**src/rtl/osd_rom_arbiter.sv**
```systemverilog
`default_nettype none
// ============================================================================
// Module   : osd_rom_arbiter
// Function : Shares one pipelined ROM between PORT_NUM read clients and routes
//            each read response back to its requester via a latency-matched tag.
// Revision : 1.0
// ============================================================================
module osd_rom_arbiter #(
    parameter int PORT_NUM = 5,
    parameter int ADDR_W   = 13,
    parameter int DATA_W   = 16,
    parameter int RD_LAT   = 1,
    parameter int ARB_MODE = 0
) (
    input  logic                       i_clk,
    input  logic                       i_rst,
    input  logic [PORT_NUM-1:0]        i_req,
    input  logic [PORT_NUM*ADDR_W-1:0] i_rd_addr,
    output logic [PORT_NUM-1:0]        o_ack,
    output logic [PORT_NUM-1:0]        o_rvalid,
    output logic [PORT_NUM*DATA_W-1:0] o_rd_data,
    output logic                       o_rom_en,
    output logic [ADDR_W-1:0]          o_rom_addr,
    input  logic [DATA_W-1:0]          i_rom_data
);

    localparam int                 c_idx_w    = $clog2(PORT_NUM);
    localparam int                 c_cnt_w    = c_idx_w + 1;
    localparam logic [c_cnt_w-1:0] c_port_num = c_cnt_w'(PORT_NUM);
    localparam logic [c_idx_w-1:0] c_last_idx = c_idx_w'(PORT_NUM - 1);

    logic [c_idx_w-1:0]          r_rr_ptr;
    logic                        r_rom_en;
    logic [ADDR_W-1:0]           r_rom_addr;
    logic                        r_tag_vld [RD_LAT+1];
    logic [c_idx_w-1:0]          r_tag_idx [RD_LAT+1];
    logic [PORT_NUM-1:0]         r_rvalid;
    logic [PORT_NUM*DATA_W-1:0]  r_rd_data;

    logic [c_idx_w-1:0]          w_grant_idx;
    logic [c_cnt_w-1:0]          w_rot;
    logic                        w_grant_vld;
    logic [ADDR_W-1:0]           w_grant_addr;
    logic [c_idx_w-1:0]          w_next_ptr;

    always_comb begin
        w_grant_idx = '0;
        w_rot       = '0;
        if (ARB_MODE == 1) begin
            for (int i = 0; i < PORT_NUM; i++) begin
                if (i_req[i]) w_grant_idx = c_idx_w'(i);
            end
        end else begin
            // Scan backwards so the surviving hit is the nearest requester at or after r_rr_ptr.
            for (int i = PORT_NUM - 1; i >= 0; i--) begin
                w_rot = {1'b0, r_rr_ptr} + c_cnt_w'(i);
                if (w_rot >= c_port_num) w_rot = w_rot - c_port_num;
                if (i_req[w_rot[c_idx_w-1:0]]) w_grant_idx = w_rot[c_idx_w-1:0];
            end
        end
    end

    assign w_grant_vld = (|i_req) && !i_rst;
    assign w_next_ptr  = (w_grant_idx == c_last_idx) ? '0 : w_grant_idx + c_idx_w'(1);
    assign o_ack       = w_grant_vld ? ({{(PORT_NUM-1){1'b0}}, 1'b1} << w_grant_idx) : '0;

    always_comb begin
        w_grant_addr = '0;
        for (int k = 0; k < PORT_NUM; k++) begin
            if (w_grant_idx == c_idx_w'(k)) w_grant_addr = i_rd_addr[k*ADDR_W +: ADDR_W];
        end
    end

    always_ff @(posedge i_clk) begin
        if (i_rst) begin
            r_rr_ptr   <= '0;
            r_rom_en   <= 1'b0;
            r_rom_addr <= '0;
        end else begin
            r_rom_en <= w_grant_vld;
            if (w_grant_vld) begin
                r_rom_addr <= w_grant_addr;
                if (ARB_MODE == 0) r_rr_ptr <= w_next_ptr;
            end
        end
    end

    // Stage 0 lines up with o_rom_addr; stage RD_LAT lines up with i_rom_data.
    always_ff @(posedge i_clk) begin
        if (i_rst) begin
            for (int s = 0; s <= RD_LAT; s++) begin
                r_tag_vld[s] <= 1'b0;
                r_tag_idx[s] <= '0;
            end
        end else begin
            r_tag_vld[0] <= w_grant_vld;
            r_tag_idx[0] <= w_grant_idx;
            for (int s = 1; s <= RD_LAT; s++) begin
                r_tag_vld[s] <= r_tag_vld[s-1];
                r_tag_idx[s] <= r_tag_idx[s-1];
            end
        end
    end

    always_ff @(posedge i_clk) begin
        if (i_rst) begin
            r_rvalid  <= '0;
            r_rd_data <= '0;
        end else begin
            for (int k = 0; k < PORT_NUM; k++) begin
                if (r_tag_vld[RD_LAT] && (r_tag_idx[RD_LAT] == c_idx_w'(k))) begin
                    r_rvalid[k]                    <= 1'b1;
                    r_rd_data[k*DATA_W +: DATA_W]  <= i_rom_data;
                end else begin
                    r_rvalid[k]                    <= 1'b0;
                    r_rd_data[k*DATA_W +: DATA_W]  <= '0;
                end
            end
        end
    end

    assign o_rom_en   = r_rom_en;
    assign o_rom_addr = r_rom_addr;
    assign o_rvalid   = r_rvalid;
    assign o_rd_data  = r_rd_data;

endmodule
`default_nettype wire
```
**config.mk**
```make
export PLATFORM = sky130hd
export DESIGN_NAME = osd_rom_arbiter
export DESIGN_NICKNAME = d
export VERILOG_FILES = /design/src/rtl/osd_rom_arbiter.sv
export SDC_FILE = /design/constraint.sdc
export NUM_CORES = 1
export LEC_CHECK = 0
export ABC_AREA = 1
export CORE_ASPECT_RATIO = 1.25
export CORE_MARGIN = 4
export CORE_UTILIZATION = 40
export CTS_BUF_LIST = sky130_fd_sc_hd__clkbuf_16
export DETAILED_ROUTE_END_ITERATION = 8
export PLACE_DENSITY = 0.77
export SYNTH_ARGS = -nofsm -noshare
export SYNTH_HDL_FRONTEND = slang
export SYNTH_SLANG_ARGS = --single-unit
```
**constraint.sdc**
```tcl
create_clock -name i_clk -period 3.8 [get_ports i_clk]
set_input_delay 0.57 -clock i_clk [delete_from_list [all_inputs] [get_ports i_clk]]
set_output_delay 0.57 -clock i_clk [all_outputs]
set_load 0.05 [all_outputs]
```
; ---- Word level (Yosys, flattened, before mapping)
; Memory sizes are Yosys's and may differ from the RTL's.
; Index checks and enable logic that the tools add are counted.
[word_totals]
output_inout_bits = 104
mem_bits_rw = 8
inputBits = 88
mem_count = 2
elab_cells = 103
register_bits = 102
[mem_list]
columns = memory, depth, word_bits, rd, rd_ports_with_merged_regs, write_ports, line_no
row1 = r_tag_idx, 2, 3, 2, 0, 2, 36  ; logic [c_idx_w-1:0] r_tag_idx [RD_LAT+1];
row2 = r_tag_vld, 2, 1, 2, 0, 2, 35  ; logic r_tag_vld [RD_LAT+1];
[classes]
n_bitwise = 9
magnitude_cmp = 10
n_eq_ne = 8
n_mux = 39
add_sub_neg = 10
shifts = 1
reduce_logical = 15
[ops]
columns = op, count
row1 = 2-to-1 mux 13 bit, 5
row2 = 2-to-1 mux 3 bit, 13
row3 = less-than comparator 3 x 4 -> 1 bit (second input constant), 5
row4 = greater-or-equal comparator 4 x 3 -> 1 bit (second input constant), 4
row5 = binary-select mux 1 bit (select 3 bit), 5
row6 = 2-to-1 mux 1 bit, 15
row7 = subtractor 3 bit (second input constant), 5
row8 = == test 3 x 2 -> 1 bit (second input constant), 4
row9 = OR reduction 2 bit, 5
row10 = adder 3 x 2 -> 4 bit (second input constant), 2
row11 = == test 3 x 1 -> 1 bit (second input constant), 2
row12 = == test 3 bit (second input constant), 2
row13 = logical AND 1 bit, 6
row14 = zero test 3 bit, 2
row15 = 2-to-1 mux 5 bit, 1
row16 = inverter 1 bit, 5
row17 = OR reduction 5 bit, 1
row18 = << shifter 1 x 3 -> 5 bit (first input constant), 1
row19 = adder 3 x 1 -> 4 bit (second input constant), 1
row20 = adder 3 x 3 -> 4 bit (second input constant), 1
row21 = OR 1 bit, 4
row22 = adder 3 x 1 -> 3 bit (second input constant), 1
row23 = greater-or-equal comparator 3 bit (second input constant), 1
row24 = zero test 1 bit, 1

; ---- Logic depth before layout (Yosys ltp)
; Gate-level depths: netlist (run 1).
[depth]
word_depth = 16
depth_mapped = 30
mapped_depth_nobuf = 28

; ---- Least setup slack after synthesis (run 1)
; No wires, ideal clock.
[synth_timing]
kind = register -> output
start = register r_rr_ptr[0]
end = output o_ack[1]
path_buffers = 3
t_required_ns = 3.230
t_arrival_ns = 4.009
slack_ns = -0.779
path_stages_with_launch = 22
path_cell_list = dfxtp_1 -> buf_6 -> inv_2 -> ha_1 -> inv_1 -> fa_1 -> inv_1 -> o21ai_2 -> o21ai_0 -> inv_1 -> o211ai_1 -> nand2_1 -> a21boi_0 -> o21ai_0 -> o221ai_1 -> o211ai_1 -> nand2_1 -> ha_1 -> clkbuf_1 -> buf_2 -> nand2_1 -> nor2_1
[synth_between]
elab_chain_len = 12
word_cells_on_any_way = 36
classes_between = add/sub: 9 / order compare: 5 / shift: 1 / mux: 21
[synth_lines]
columns = item, line_no
row1 = from (decl), 32  ; logic [c_idx_w-1:0] r_rr_ptr;
row2 = from (signal assigned), 83  ; if (ARB_MODE == 0) r_rr_ptr <= w_next_ptr;
row3 = adder 3 x 3 -> 4 bit, 56  ; w_rot = {1'b0, r_rr_ptr} + c_cnt_w'(i);
row4 = greater-or-equal comparator 4 x 3 -> 1 bit or subtractor 3 bit (tied branches), 57  ; if (w_rot >= c_port_num) w_rot = w_rot - c_port_num;
row5 = 2-to-1 mux 3 bit, 57
row6 = binary-select mux 1 bit (select 3 bit), 58  ; if (i_req[w_rot[c_idx_w-1:0]]) w_grant_idx = w_rot[c_idx_w-1:0];
row7 = 2-to-1 mux 1 bit (not written as such), 58
row8 = 2-to-1 mux 3 bit (4 in a row), 58
row9 = 2-to-1 mux 3 bit (*), 58
row10 = << shifter 1 x 3 -> 5 bit (*), 65  ; assign o_ack = w_grant_vld ? ({{(PORT_NUM-1){1'b0}}, 1'b1} << w_grant_idx) : '0;
row11 = 2-to-1 mux 5 bit (*), 65
row12 = to (decl), 19  ; output logic [PORT_NUM-1:0] o_ack,
; Every way passes the cells marked *; elsewhere a longest branch is shown, timed or not. The select of a mux whose other input is x is not followed.

; ---- Final worst setup path (run 1)
[layout_timing]
start = register r_rr_ptr[0]
end = output o_ack[3]
[layout_between]
elab_chain_len = 12
word_cells_on_any_way = 36
classes_between = add/sub: 9 / order compare: 5 / shift: 1 / mux: 21
[layout_lines]
columns = item, line_no
row1 = adder 3 x 3 -> 4 bit, 56
row2 = greater-or-equal comparator 4 x 3 -> 1 bit or subtractor 3 bit (tied branches), 57
row3 = 2-to-1 mux 3 bit, 57
row4 = binary-select mux 1 bit (select 3 bit), 58
row5 = 2-to-1 mux 1 bit (not written as such), 58
row6 = 2-to-1 mux 3 bit (4 in a row), 58
row7 = 2-to-1 mux 3 bit (*), 58
row8 = via w_grant_idx[0], 40  ; logic [c_idx_w-1:0] w_grant_idx;
row9 = << shifter 1 x 3 -> 5 bit (*), 65
row10 = 2-to-1 mux 5 bit (*), 65
; The timed path passes the listed nets; every way through them passes the cells marked *. The select of a mux whose other input is x is not followed.

==> flow_summary.toml, run 1 <==
[timing]
fmaxAchievable_ghz = 0.254
period_needed_ns = 3.94
slew_headroom = 0.461
worst_pin_slew_ns = 0.807
period_share = 1.04
fin_ws_ns = -0.141
fin_skew_ns = 0.0118
rsz0062_at_grt = "true"
hold_ws_ns = 0.406
slew_viol_final = 0
finalSetupViolCount = 5
hold_viol = 0

[run_status]
violations = "negative setup slack"
status = "finished, violations left"

[route]
first_pass_iters = 5
via_per_inst = 4.56
wl_um = 14800
avgRoutedWirePerCell_um = 13.8
initialDrtViolationCount = 313
drcViolationCount = 0
ant_nets = 0
vias = 4883

[clocking]
cts.sinks = 109
clk_pin_slew_ns = 0.07
clock_latency_ns = 0.35
cts_made_buffers = 9
clockBufferDepth = 2
h-tree-depth = 3
root_buffer = "clkbuf_16"
postCtsHoldBufs = 0
cts_tree = "done"

[logic_synthesis]
syn_area_per_cell_um2 = 7.06
synth-simple-area-share = 0.292
synth_mux_area_frac = 0
ys_types = 36
synth_cells = 696
synth_top_family_by_area = "simple AND/OR/NAND/NOR gates"
synth_nets = 799
synth_top_area_frac = 0.444
synth_seq_cells = 109
synth_fa_ha_area_frac = 0.0397
synth_top_area_cell = "dfxtp_1"
synth_xor_area_frac = 0.0120
synth_compound_gate_area_share = 0.0835
synth_area_um2 = 4920
synth_top_cells_by_area = "dfxtp_1 (44%), nand2_1 (11%), inv_1 (9.5%)"
yosysWarningCount = 0
synth-seq-area-share = 0.444

[worst_hold_path]
hp-class = "reg -> reg"
min_from = "r_tag_idx[0][1]"
worstHoldEndpoint = "r_tag_idx[0][4]"
hold_depth = 2

[setup_path]
cp_slowest_cell = "fa_2"
r2r_end = "o_rom_addr[4]"
cp_num_buf_inv = 7
cp_max_fo = 6
required_ns = 3.23
path_delay_family = "adder cells"
critPathKind = "reg -> out"
crit_start = "r_rr_ptr[0]"
path_cells = "inv_8 > ha_4 > inv_2 > fa_2 > inv_2 > o21ai_4 > xor2_4 > nand2_1 > o211ai_1 > nand2_1 > a21boi_2 > buf_4 > o21ai_0 > nand2_1 > nand3_2 > o21ai_4 > inv_2 > ha_4 > ha_4 > inv_4 > nor2_4 > buf_12"
reg2reg_slack_ns = 0.18
reg2regPathDepth = 26
critPathLaunchType = "flop"
slowest_delay_ns = 0.39
r2r-start = "r_rr_ptr[0]"
cp.arrival_ns = 3.37
crit_path_end_kind = "primary output"

[grt]
gr-usage-all-layers = 0.206
first_global_vias = 4715
overflow = 0
antenna_found_initial = 0
grt_max_degree = 29
grt_pass1_wl_um = 23300

[floorplanning]
design.portCount = 192
core_area_um2 = 12100
placementRows = 45
chipHeight_um = 132
die_w_um = 107
initial_core_util = 0.406
die_area_um2 = 14100

[placement]
dp_hpwl_um = 11200
gp_congestion = 1.07
io_buffers = 191

[layout]
nets = 1004
drive_above_1_share = 0.161
fillCellCount = 1022
diodes = 0
area.growth.synth_to_final_pct = 60.1

[run]
max_cap_viol_count = 0
[per-layer routing]
layer | vias to the layer above | GRT usage | part of all wire
met5 | - | 0 | 0
met1 | 2095 | 0.225 | 0.37
li1 | 2528 | - | -
met2 | 229 | 0.358 | 0.49
met3 | 31 | 0.0710 | 0.10
met4 | 0 | 0.0888 | 0.032
[synth_stat cells (all sizes together)]
master,n
nand3,77
buf,12
nand4,1
o211ai,5
a22o,1
nand2,150
xnor2,1
dfxtp,109
o21ai,30
ha,14
inv,126
a21boi,3
a21oi,24
fa,1
o221ai,1
o22ai,1
clkbuf,16
xor2,4
nor2,115
nor3,2
and3,1
nor4,1
o21a,1
[through the flow]
stage | cell area, um2 | TNS, ns | util | cells | setup slack (ns)
detailed placement | 7130 | -0.121 | 0.589 | 1043 | -0.0576
floorplan | 5000 | -0.00360 | - | 696 | -0.00360
finish | 7870 | -0.585 | 0.650 | 1070 | -0.141
global placement | 7130 | -0.0371 | 0.589 | 1043 | -0.0223
global route | 7870 | -2.35 | 0.650 | 1070 | -0.345
CTS | 7680 | -0.384 | 0.634 | 1068 | -0.0995
[worst min-delay path: stages (launching register included)]
cell     delay, ns
dfxtp_1       0.30
inv_1         0.04
nor2_1        0.03
[final cells by class]
| cell class | instances | area (um2) | share of cell area |
|---|---|---|---|
| tap | 164 | 205 | 0.0261 |
| multi-input combinational | 433 | 2460 | 0.312 |
| sequential | 109 | 2190 | 0.278 |
| clock inverter | 7 | 91.3 | 0.0116 |
| inverter | 126 | 483 | 0.0614 |
| timing repair buffer | 222 | 2220 | 0.282 |
| clock buffer | 9 | 225 | 0.0286 |
[sequential cells by signal (all words and copies together), names as in the netlist]
signal	flops
r_tag_idx	6
o_rvalid	5
r_rr_ptr	3
o_rd_data	80
r_tag_vld	2
o_rom_addr	13
[cell usage in the layout (no fill, tap or decap), drive strengths merged, types with 2 or more instances in the layout]
cell type	synthesis	routed
o211ai	5	5
o21ai	30	30
a21oi	24	24
clkinv	0	3
clkdlybuf4s50	0	186
nand2	150	150
dfxtp	109	109
clkbuf	16	9
nor2	115	115
a21boi	3	3
nand3	77	77
ha	14	14
nor3	2	2
inv	126	130
buf	12	36
xor2	4	4
[what timing repair did]
item	in CTS	in global routing
pin swaps	12	11
buffers inserted	9	2
endpoints found under the setup margin	5	18
resized for setup	41	44
[worst max-delay path by stage]
stage                     cells after the start  endpoint  slack, ns
after floorplan                              21  o_ack[1]     -0.004
after global placement                       21  o_ack[3]      -0.02
after detailed placement                     21  o_ack[3]      -0.06
after CTS                                    21  o_ack[3]       -0.1
after global routing                         21  o_ack[3]      -0.34
final                                        22  o_ack[3]      -0.14
[logic make-up after synthesis]
kind of cell,count (synthesis)
AO/OA/AOI/OAI,66
XOR/XNOR,5
adder cells (fa/ha/maj),15
buffers and inverters,154
flip-flops,109
AND/OR/NAND/NOR,347
Power of run 1 is left out: the tool's default activity adds up to more than one toggle a clock period on the data nets, which glitch-free logic cannot reach.
==> inputs of run 2 (changes only) <==
--- a/config.mk
+++ b/config.mk
@@ -10,6 +10,7 @@
 export CORE_MARGIN = 4
 export CORE_UTILIZATION = 40
 export CTS_BUF_LIST = sky130_fd_sc_hd__clkbuf_16
+export CTS_CLUSTER_SIZE = 16
 export DETAILED_ROUTE_END_ITERATION = 8
 export PLACE_DENSITY = 0.77
 export SYNTH_ARGS = -nofsm -noshare
==> results of run 2 <==
No change in the layout: final DEF, timing and power equal those of run 1.
Power of run 2 is left out for the same reason.
